## src/rtl/tv80_blkmov.sv

```systemverilog
// -----------------------------------------------------------------------------
// tv80_blkmov
// Block-transfer sequencer for the TV80 core (LDI/LDD/LDIR/LDDR).
// A start pulse snapshots BC/DE/HL. Each iteration copies one byte from
// memory[HL] to memory[DE] over a req/ack bus, steps HL/DE/BC, and writes
// BC, DE and HL back through the register-file write port.
//
// Optional build macro: TV80_BLKMOV_INT_EN
//   When defined, adds input int_req and output irq_break. int_req is
//   sampled at the last write-back cycle of a repeat transfer and ends the
//   transfer early, leaving a resumable BC/DE/HL in the register file.
//
// Ports:
//   clk, reset_n          clock, asynchronous active-low reset
//   start, mode[1:0]      start pulse; mode[0]=decrement, mode[1]=repeat
//   bc_in/de_in/hl_in     register pairs sampled at start
//   mem_req/we/addr/wdata memory request bus (held until mem_ack)
//   mem_rdata, mem_ack    memory response
//   wb_addr/dih/dil/we    register-file write port (0=BC, 1=DE, 2=HL)
//   busy, done, pv        status; pv = final BC != 0
//   int_req, irq_break    interrupt break (TV80_BLKMOV_INT_EN only)
// -----------------------------------------------------------------------------
module tv80_blkmov #(
    parameter int unsigned WB_PAIRS = 3
) (
    input  logic        clk,
    input  logic        reset_n,
    input  logic        start,
    input  logic [1:0]  mode,
    input  logic [15:0] bc_in,
    input  logic [15:0] de_in,
    input  logic [15:0] hl_in,
    output logic        mem_req,
    output logic        mem_we,
    output logic [15:0] mem_addr,
    output logic [7:0]  mem_wdata,
    input  logic [7:0]  mem_rdata,
    input  logic        mem_ack,
    output logic [2:0]  wb_addr,
    output logic [7:0]  wb_dih,
    output logic [7:0]  wb_dil,
    output logic        wb_we,
    output logic        busy,
    output logic        done,
    output logic        pv
`ifdef TV80_BLKMOV_INT_EN
    ,
    input  logic        int_req,
    output logic        irq_break
`endif
);

    localparam int unsigned PW  = 16;
    localparam int unsigned DW  = 8;
    localparam int unsigned WAW = 3;
    localparam int unsigned IW  = 2;
    localparam logic [IW-1:0] WB_LAST = IW'(WB_PAIRS - 1);

    // S_WB covers the three write-back cycles, indexed by wb_idx.
    typedef enum logic [2:0] {
        S_IDLE,
        S_RD,
        S_GAP,
        S_WR,
        S_UPD,
        S_WB,
        S_DONE
    } state_t;

    state_t         state, state_n;
    logic [1:0]     mode_q, mode_n;
    logic [PW-1:0]  bc_q, bc_n;
    logic [PW-1:0]  de_q, de_n;
    logic [PW-1:0]  hl_q, hl_n;
    logic [DW-1:0]  data_q, data_n;
    logic [IW-1:0]  wb_idx, wb_idx_n;
    logic           irq_q, irq_n;
    logic           pv_n;
    logic           brk_c;

    logic           mem_req_n, mem_we_n, wb_we_n, busy_n, done_n;
    logic [PW-1:0]  mem_addr_n;
    logic [DW-1:0]  mem_wdata_n;
    logic [WAW-1:0] wb_addr_n;
    logic [PW-1:0]  wb_pair_n;

    // Interrupt break request, tied off when the feature is not built.
`ifdef TV80_BLKMOV_INT_EN
    assign brk_c     = int_req;
    assign irq_break = irq_q;
`else
    assign brk_c     = 1'b0;
`endif

    // State and all registered outputs.
    always_ff @(posedge clk or negedge reset_n) begin
        if (!reset_n) begin
            state     <= S_IDLE;
            mode_q    <= '0;
            bc_q      <= '0;
            de_q      <= '0;
            hl_q      <= '0;
            data_q    <= '0;
            wb_idx    <= '0;
            irq_q     <= 1'b0;
            pv        <= 1'b0;
            mem_req   <= 1'b0;
            mem_we    <= 1'b0;
            mem_addr  <= '0;
            mem_wdata <= '0;
            wb_we     <= 1'b0;
            wb_addr   <= '0;
            wb_dih    <= '0;
            wb_dil    <= '0;
            busy      <= 1'b0;
            done      <= 1'b0;
        end else begin
            state     <= state_n;
            mode_q    <= mode_n;
            bc_q      <= bc_n;
            de_q      <= de_n;
            hl_q      <= hl_n;
            data_q    <= data_n;
            wb_idx    <= wb_idx_n;
            irq_q     <= irq_n;
            pv        <= pv_n;
            mem_req   <= mem_req_n;
            mem_we    <= mem_we_n;
            mem_addr  <= mem_addr_n;
            mem_wdata <= mem_wdata_n;
            wb_we     <= wb_we_n;
            wb_addr   <= wb_addr_n;
            wb_dih    <= wb_pair_n[15:8];
            wb_dil    <= wb_pair_n[7:0];
            busy      <= busy_n;
            done      <= done_n;
        end
    end

    // Next-state and datapath update.
    always_comb begin
        state_n  = state;
        mode_n   = mode_q;
        bc_n     = bc_q;
        de_n     = de_q;
        hl_n     = hl_q;
        data_n   = data_q;
        wb_idx_n = wb_idx;
        irq_n    = irq_q;
        pv_n     = pv;

        unique case (state)
            S_IDLE: begin
                if (start) begin
                    mode_n  = mode;
                    bc_n    = bc_in;
                    de_n    = de_in;
                    hl_n    = hl_in;
                    pv_n    = 1'b0;
                    irq_n   = 1'b0;
                    state_n = S_RD;
                end
            end
            S_RD: begin
                if (mem_ack) begin
                    data_n  = mem_rdata;
                    state_n = S_GAP;
                end
            end
            // Forces mem_req low for one cycle between read and write.
            S_GAP: state_n = S_WR;
            S_WR: begin
                if (mem_ack) begin
                    state_n = S_UPD;
                end
            end
            S_UPD: begin
                bc_n = bc_q - 16'd1;
                if (mode_q[0]) begin
                    hl_n = hl_q - 16'd1;
                    de_n = de_q - 16'd1;
                end else begin
                    hl_n = hl_q + 16'd1;
                    de_n = de_q + 16'd1;
                end
                wb_idx_n = '0;
                state_n  = S_WB;
            end
            S_WB: begin
                if (wb_idx == WB_LAST) begin
                    if (mode_q[1] && (bc_q != '0) && !brk_c) begin
                        state_n = S_RD;
                    end else begin
                        pv_n    = (bc_q != '0);
                        irq_n   = mode_q[1] && (bc_q != '0) && brk_c;
                        state_n = S_DONE;
                    end
                end else begin
                    wb_idx_n = wb_idx + 2'd1;
                end
            end
            S_DONE: state_n = S_IDLE;
            default: state_n = S_IDLE;
        endcase
    end

    // Output values for the state being entered, so they are registered.
    always_comb begin
        mem_req_n   = 1'b0;
        mem_we_n    = 1'b0;
        mem_addr_n  = mem_addr;
        mem_wdata_n = mem_wdata;
        wb_we_n     = 1'b0;
        wb_addr_n   = wb_addr;
        wb_pair_n   = {wb_dih, wb_dil};
        done_n      = 1'b0;
        busy_n      = (state_n != S_IDLE);

        unique case (state_n)
            S_RD: begin
                mem_req_n  = 1'b1;
                mem_addr_n = hl_n;
            end
            S_WR: begin
                mem_req_n   = 1'b1;
                mem_we_n    = 1'b1;
                mem_addr_n  = de_n;
                mem_wdata_n = data_n;
            end
            S_WB: begin
                wb_we_n   = 1'b1;
                wb_addr_n = WAW'(wb_idx_n);
                case (wb_idx_n)
                    2'd0:    wb_pair_n = bc_n;
                    2'd1:    wb_pair_n = de_n;
                    default: wb_pair_n = hl_n;
                endcase
            end
            S_DONE: done_n = 1'b1;
            default: ;
        endcase
    end

endmodule

```

## config.mk

```make
export PLATFORM = sky130hd
export DESIGN_NAME = tv80_blkmov
export DESIGN_NICKNAME = d
export VERILOG_FILES = /design/src/rtl/tv80_blkmov.sv
export SDC_FILE = /design/constraint.sdc
export NUM_CORES = 1
export LEC_CHECK = 0
export CAP_MARGIN = 30
export CORE_MARGIN = 2
export CORE_UTILIZATION = 55
export DETAILED_ROUTE_END_ITERATION = 8
export PLACE_DENSITY = 0.82
export SYNTH_ARGS = -nofsm -noshare
export SYNTH_HDL_FRONTEND = slang
export SYNTH_SLANG_ARGS = --single-unit
```

## constraint.sdc

```tcl
create_clock -name clk -period 4.5 [get_ports clk]
set_input_delay 1.35 -clock clk [delete_from_list [all_inputs] [get_ports clk]]
set_output_delay 1.35 -clock clk [all_outputs]
set_load 0.005 [all_outputs]
```

==> results of run 1 <==
## layer usage
layer | global-route usage, % | wire length (um)
met1 | 46.0 | 9020
met5 | 0 | 0
met3 | 4.76 | 1970
met4 | 15.7 | 867
met2 | 54.5 | 10600
## worst max-delay path: stages
cell and delay, ns:
clkdlybuf4s50_1 0.55, buf_4 0.32, o21ai_0 0.15, a221oi_1 0.68, nor2_1 0.07, or3_1 0.38, a31oi_1 0.19
## Yosys cell counts, types with 5 or more instances
cell,count
o31ai_1,10
o21a_1,8
nor2_1,83
a221oi_1,5
o21ai_0,40
o221ai_1,9
a31oi_1,6
a221o_1,12
a21o_1,7
o211ai_1,19
mux2_2,17
xnor2_1,8
ha_1,32
a21oi_1,61
xor2_1,8
or2_2,5
or3_1,13
dfrtp_1,111
nand2b_1,8
nand2_1,67
a22oi_1,13
o22ai_1,14
nor4_1,5
clkbuf_1,29
nand3_1,21
nor3_1,8
and2_1,6
buf_2,7
o21ai_1,6
inv_1,28
a211oi_1,8
mux2i_1,13
## logic make-up after synthesis
family                   Yosys count  share of synthesized area [%]
AO/OA/AOI/OAI                    259                           26.0
AND/OR/NAND/NOR                  238                           16.1
flip-flops                       111                           40.3
buffers and inverters             73                           4.43
adder cells (fa/ha/maj)           34                           6.39
multiplexers                      30                           4.66
XOR/XNOR                          16                           2.03
other                              1                         0.0544
## registers in the layout, indices dropped and copies added, names as in the netlist, 2 cells and up
signal	cells
bc_q	16
de_q	16
hl_q	16
mem_addr	16
data_q	8
mem_wdata	8
wb_dih	8
wb_dil	8
state	3
mode_q	2
wb_addr	2
wb_idx	2
## how the worst max path moves through the flow
stage | slack [ns] | from | endpoint | cells after the start
after detailed placement | 0.80 | start | wb_dil[3] | 7
final | 1.09 | start | wb_dil[3] | 7
after global routing | 1.02 | start | wb_dil[3] | 7
after global placement | 0.89 | start | wb_dil[3] | 7
after CTS | 1.15 | start | wb_dil[3] | 7
after floorplan | 1.46 | mode_q[0] | mem_addr[10] | 9
## metrics by stage
step,std cells,setup slack (ns),hold slack (ns),area [sq um]
6_report,1031,1.09,0.489,8490
5_1_grt,1031,1.02,0.524,8490
4_1_cts,1031,1.15,0.495,8490
3_5_place_dp,1015,0.800,0.476,8170
3_3_place_gp,1015,0.889,0.467,8170
2_1_floorplan,762,1.46,0.468,6890
## layout make-up
type,count,area share (%)
clock buffers,9,2.65
well taps,168,2.48
inverters,29,1.28
multi-input cells,578,45.0
repair buffers,129,14.7
clock inverters,7,1.08
flip-flops and latches,111,32.7
## power groups by stage
stage,clock network (W),logic (W),registers (W)
finish,0.000854,0.00517,0.00194
detailed placement,0,0.00503,0.00193
CTS,0.000851,0.00507,0.00192
floorplan,0,0.00343,0.00184
global route,0.000890,0.00563,0.00198
global placement,0,0.00483,0.00192
==> reports/results.ini, run 1 <==
[yosys]
synth_top_area_share_pct = 40.3
synth.avg_cell_area_sq_um = 9.05
ys_types = 74
yosys_warnings = 0
postSynthCellCount = 762
syn_nets = 858
synthArstFlopShare_pct = 100
synth_edf_count = 0
ys_seq_area_share_pct = 40.3
netlist_area_sq_mm = 0.00689
synth_area_leaders = dfrtp_1 (40%), ha_1 (5.8%), nor2_1 (4.5%), a21oi_1 (4.4%), nand2_1 (3.6%)
synth_flop_cell = dfrtp_1
synth_top_cell_by_area = dfrtp_1
synth-seq-cells = 111

[sta]
rsz0062_at_grt = no
fin_tns_setup_ns = 0
period_needed_ns = 3.41
final_hold_viol_count = 0
slew_violations = 0
tightest_slew_ns = 0.896
fin_crit_sh_pct = 75.8
relSlewSlack_pct = 40.2
setup_viol = 0
clock-skew-final_ns = 0.00967
fmax_mhz = 293

[status]
status = completed

[cts]
clk_path_buf_depth = 2
ctsHoldBuffers = 0
clk_latency_ns = 0.36
cts_num_sinks = 111
cts-root-buf = clkbuf_16
cts_resized = 0
cts_inserted_buffers = 9
cts_tree = built
clk_pin_slew_worst_paths_ns = 0.08
htreeDepth = 3
cts_setup_buffers = 0

[grt]
grt_overflow = 0
grt_max_degree = 67
grt_usage_pct = 34.0
antenna_found_initial = 0
grt_pass1_vias = 6659
grt_pass1_wl_um = 35000

[final_layout]
n_antenna_cell = 0
final_cell_mix = dfrtp_1 (111), clkdlybuf4s50_1 (108), nor2_1 (82)
seq_area_sq_mm = 0.00278
finalNetCount = 954
multi_input_area_sq_mm = 0.00382
nFillCells = 962
layout_commonest_cell = dfrtp_1
drive_gt1_share_pct = 8.81
syn_to_final_growth_pct = 23.1
utilization_pct = 70.1

[pwr]
p_comb_share_pct = 64.9
irDropWorstVdd_mv = 0.486
internal_power_w = 0.00415
p_clk_share_pct = 10.7
total_power_w = 0.00796
power.switching_w = 0.00382
p_leak_nw = 3.56
swShare_pct = 47.9
power.density_mw_per_mm2 = 938
seq_power_share_pct = 24.4

[detailed_routing]
routed_via_density = 6.55
drt-total-wl_um = 22400
ant_nets = 0
drt_iter0_markers = 596
wl_per_cell_um = 21.7
drc = 0
vias = 6753
first_pass_iters = 7

[placed_design]
gp_congestion = 0.992
portBuffers = 109
hpwl_um = 16100

[setup_path]
critPathLaunchType = primary input
crit_arrival_ns = 3.69
ff2ff_setup_slack_ns = 1.42
reg2reg_depth = 9
crit_type = primary input to register
crit_required_ns = 4.78
r2r_start = mode_q[0]
worst-path-max-fanout = 27
cp-end-kind = register
r2r-end = de_q[14]

[worst_hold_path]
min_to = wb_addr[1]
hold_class = register to register
hold_depth = 2
hold_path.startpoint = wb_addr[1]

[floorplan]
die-width_um = 116
die_y_um = 116
dieArea_sq_mm = 0.0134
rows = 40
coreArea_sq_mm = 0.0121
ios = 111
initial_core_util_pct = 56.9

[job]
maxCapViolations = 0

Power figures use the tool's default switching activity.
==> run 2, diff against run 1 <==
- CORE_UTILIZATION: 55 -> 49
- PLACE_DENSITY: 0.82 -> 0.77
- clock period: 4.5 -> 3.05 ns (I/O delays scaled with it)
==> run 2 against run 1 <==
Cell area rose by 2.8%. Power rose by 51%. Highest routed layer unchanged. Cell count rose by 4.0%. Core utilization fell by 7.0 points. Largest power group unchanged. Clock power rose by 42%. Sequential power rose by 45%. Sequential share of layout area fell by 0.90 points. Critical endpoint is now de_q[14]. Sequential cell count did not move. Non-clock buffer count rose by 29. Clock-buffer cell count did not move.
==> reports/results.ini, run 2 (same netlist as run 1, synthesis figures left out) <==
[status]
status = completed

[setup_path]
critPathLaunchType = register
crit_required_ns = 3.35
path_cells = buf_4, fa_1, a211oi_1, o21bai_1, o31ai_1, o31ai_1, o311a_1, nor4b_1, a211o_1
ff2ff_setup_slack_ns = 0.28
worst-path-max-fanout = 11
reg2reg_depth = 9
crit_type = register to register
r2r-end = de_q[14]
cpPeakStageDelay_ns = 0.45
cp-end-kind = register
cp_common_cell = o31ai_1
crit_path_top_delay_cell = fa_1
r2r_start = mode_q[0]
crit_arrival_ns = 3.07

[grt]
grt_max_degree = 43
grt_pass1_wl_um = 35500
grt_pass1_vias = 6405
antenna_found_initial = 1
grt_overflow = 0
grt_usage_pct = 31.4

[final_layout]
finalNetCount = 983
post-route-cell-area_sq_mm = 0.00873
utilization_pct = 63.1
syn_to_final_growth_pct = 26.6
final_cell_mix = dfrtp_1 (111), clkdlybuf4s50_1 (107), nor2_1 (82)
n_antenna_cell = 0
drive_gt1_share_pct = 11.9
layout_commonest_cell = dfrtp_1

[cts]
cts_inserted_buffers = 9
ctsHoldBuffers = 0
clk_pin_slew_worst_paths_ns = 0.09
cts_resized = 0
clk_path_buf_depth = 2
cts_setup_buffers = 0
cts_tree = built
cts-root-buf = clkbuf_16
htreeDepth = 3
clk_latency_ns = 0.37
cts_num_sinks = 111

[detailed_routing]
ant_nets = 0
routed_via_density = 6.19
drc = 0
drt_iter0_markers = 589
first_pass_iters = 5
wl_per_cell_um = 21.1
drt-total-wl_um = 22600
vias = 6641

[sta]
final_hold_viol_count = 0
fin_crit_sh_pct = 90.8
slew_violations = 0
tightest_slew_ns = 0.652
period_needed_ns = 2.77
fin_hold_ws_ns = 0.493
fmax_mhz = 361
setup_viol = 0
relSlewSlack_pct = 56.5
rsz0062_at_grt = no
fin_tns_setup_ns = 0
clock-skew-final_ns = 0.0167

[floorplan]
dieArea_sq_mm = 0.0150
die-width_um = 123
rows = 43
initial_core_util_pct = 49.9
ios = 111
die_y_um = 123
coreArea_sq_mm = 0.0138

[placed_design]
portBuffers = 109
hpwl_um = 17000
place_area_sq_mm = 0.00842
gp_congestion = 0.977

[pwr]
power.density_mw_per_mm2 = 1370
total_power_w = 0.0120
irDropWorstVdd_mv = 0.690
p_leak_nw = 3.70

[worst_hold_path]
hold_depth = 2
min_to = wb_dil[1]
hold_path.startpoint = wb_dil[1]
hold_class = register to register

[job]
maxCapViolations = 0

## run 2: worst max-delay path by stage
stage | end | from | slack, ns
floorplan | mem_addr[10] | mode_q[0] | 0.01
global placement | mem_addr[9] | mem_ack | 0.21
detailed placement | mem_addr[10] | mem_ack | 0.11
CTS | de_q[14] | mode_q[0] | 0.34
global route | de_q[14] | mode_q[0] | 0.09
finish | de_q[14] | mode_q[0] | 0.28
## run 2: final cells by class
class | count | area [sq um]
Sequential cell | 111 | 2780
Clock inverter | 7 | 85.1
Clock buffer | 9 | 225
Timing Repair Buffer | 158 | 1490
Multi-Input combinational cell | 578 | 3820
Tap cell | 180 | 225
Fill cell | 1166 | 5100
Inverter | 29 | 109
## run 2: critical path: cells and delay by family, from the launching register on
kind	cells	cell delay (ns)
buffers and inverters	1	0.21
DFF	1	0.42
AOI/OAI and AO/OA	6	1.31
and+or+nand+nor	1	0.32
adders and majority gates	1	0.45
## run 2: metal layers
layer / up-vias / part of all wire (%) / GRT usage, %
met5: - / 0 / 0
met4: 0 / 1.7 / 9.70
met3: 34 / 8.4 / 7.43
met2: 313 / 46 / 48.8
met1: 3215 / 44 / 43.5
li1: 3079 / - / -
## run 2: report_power, final
group | switching [W] | internal, W | total [W]
logic | 0.00445 | 0.00352 | 0.00796
clock network | 0.000624 | 0.000585 | 0.00121
registers | 0.000590 | 0.00223 | 0.00282
## run 2: through the flow
stage               worst slack (ns)  instances
floorplan                     0.0110        762
global placement               0.215       1056
detailed placement             0.110       1056
CTS                            0.338       1072
global route                  0.0900       1072
finish                         0.280       1072
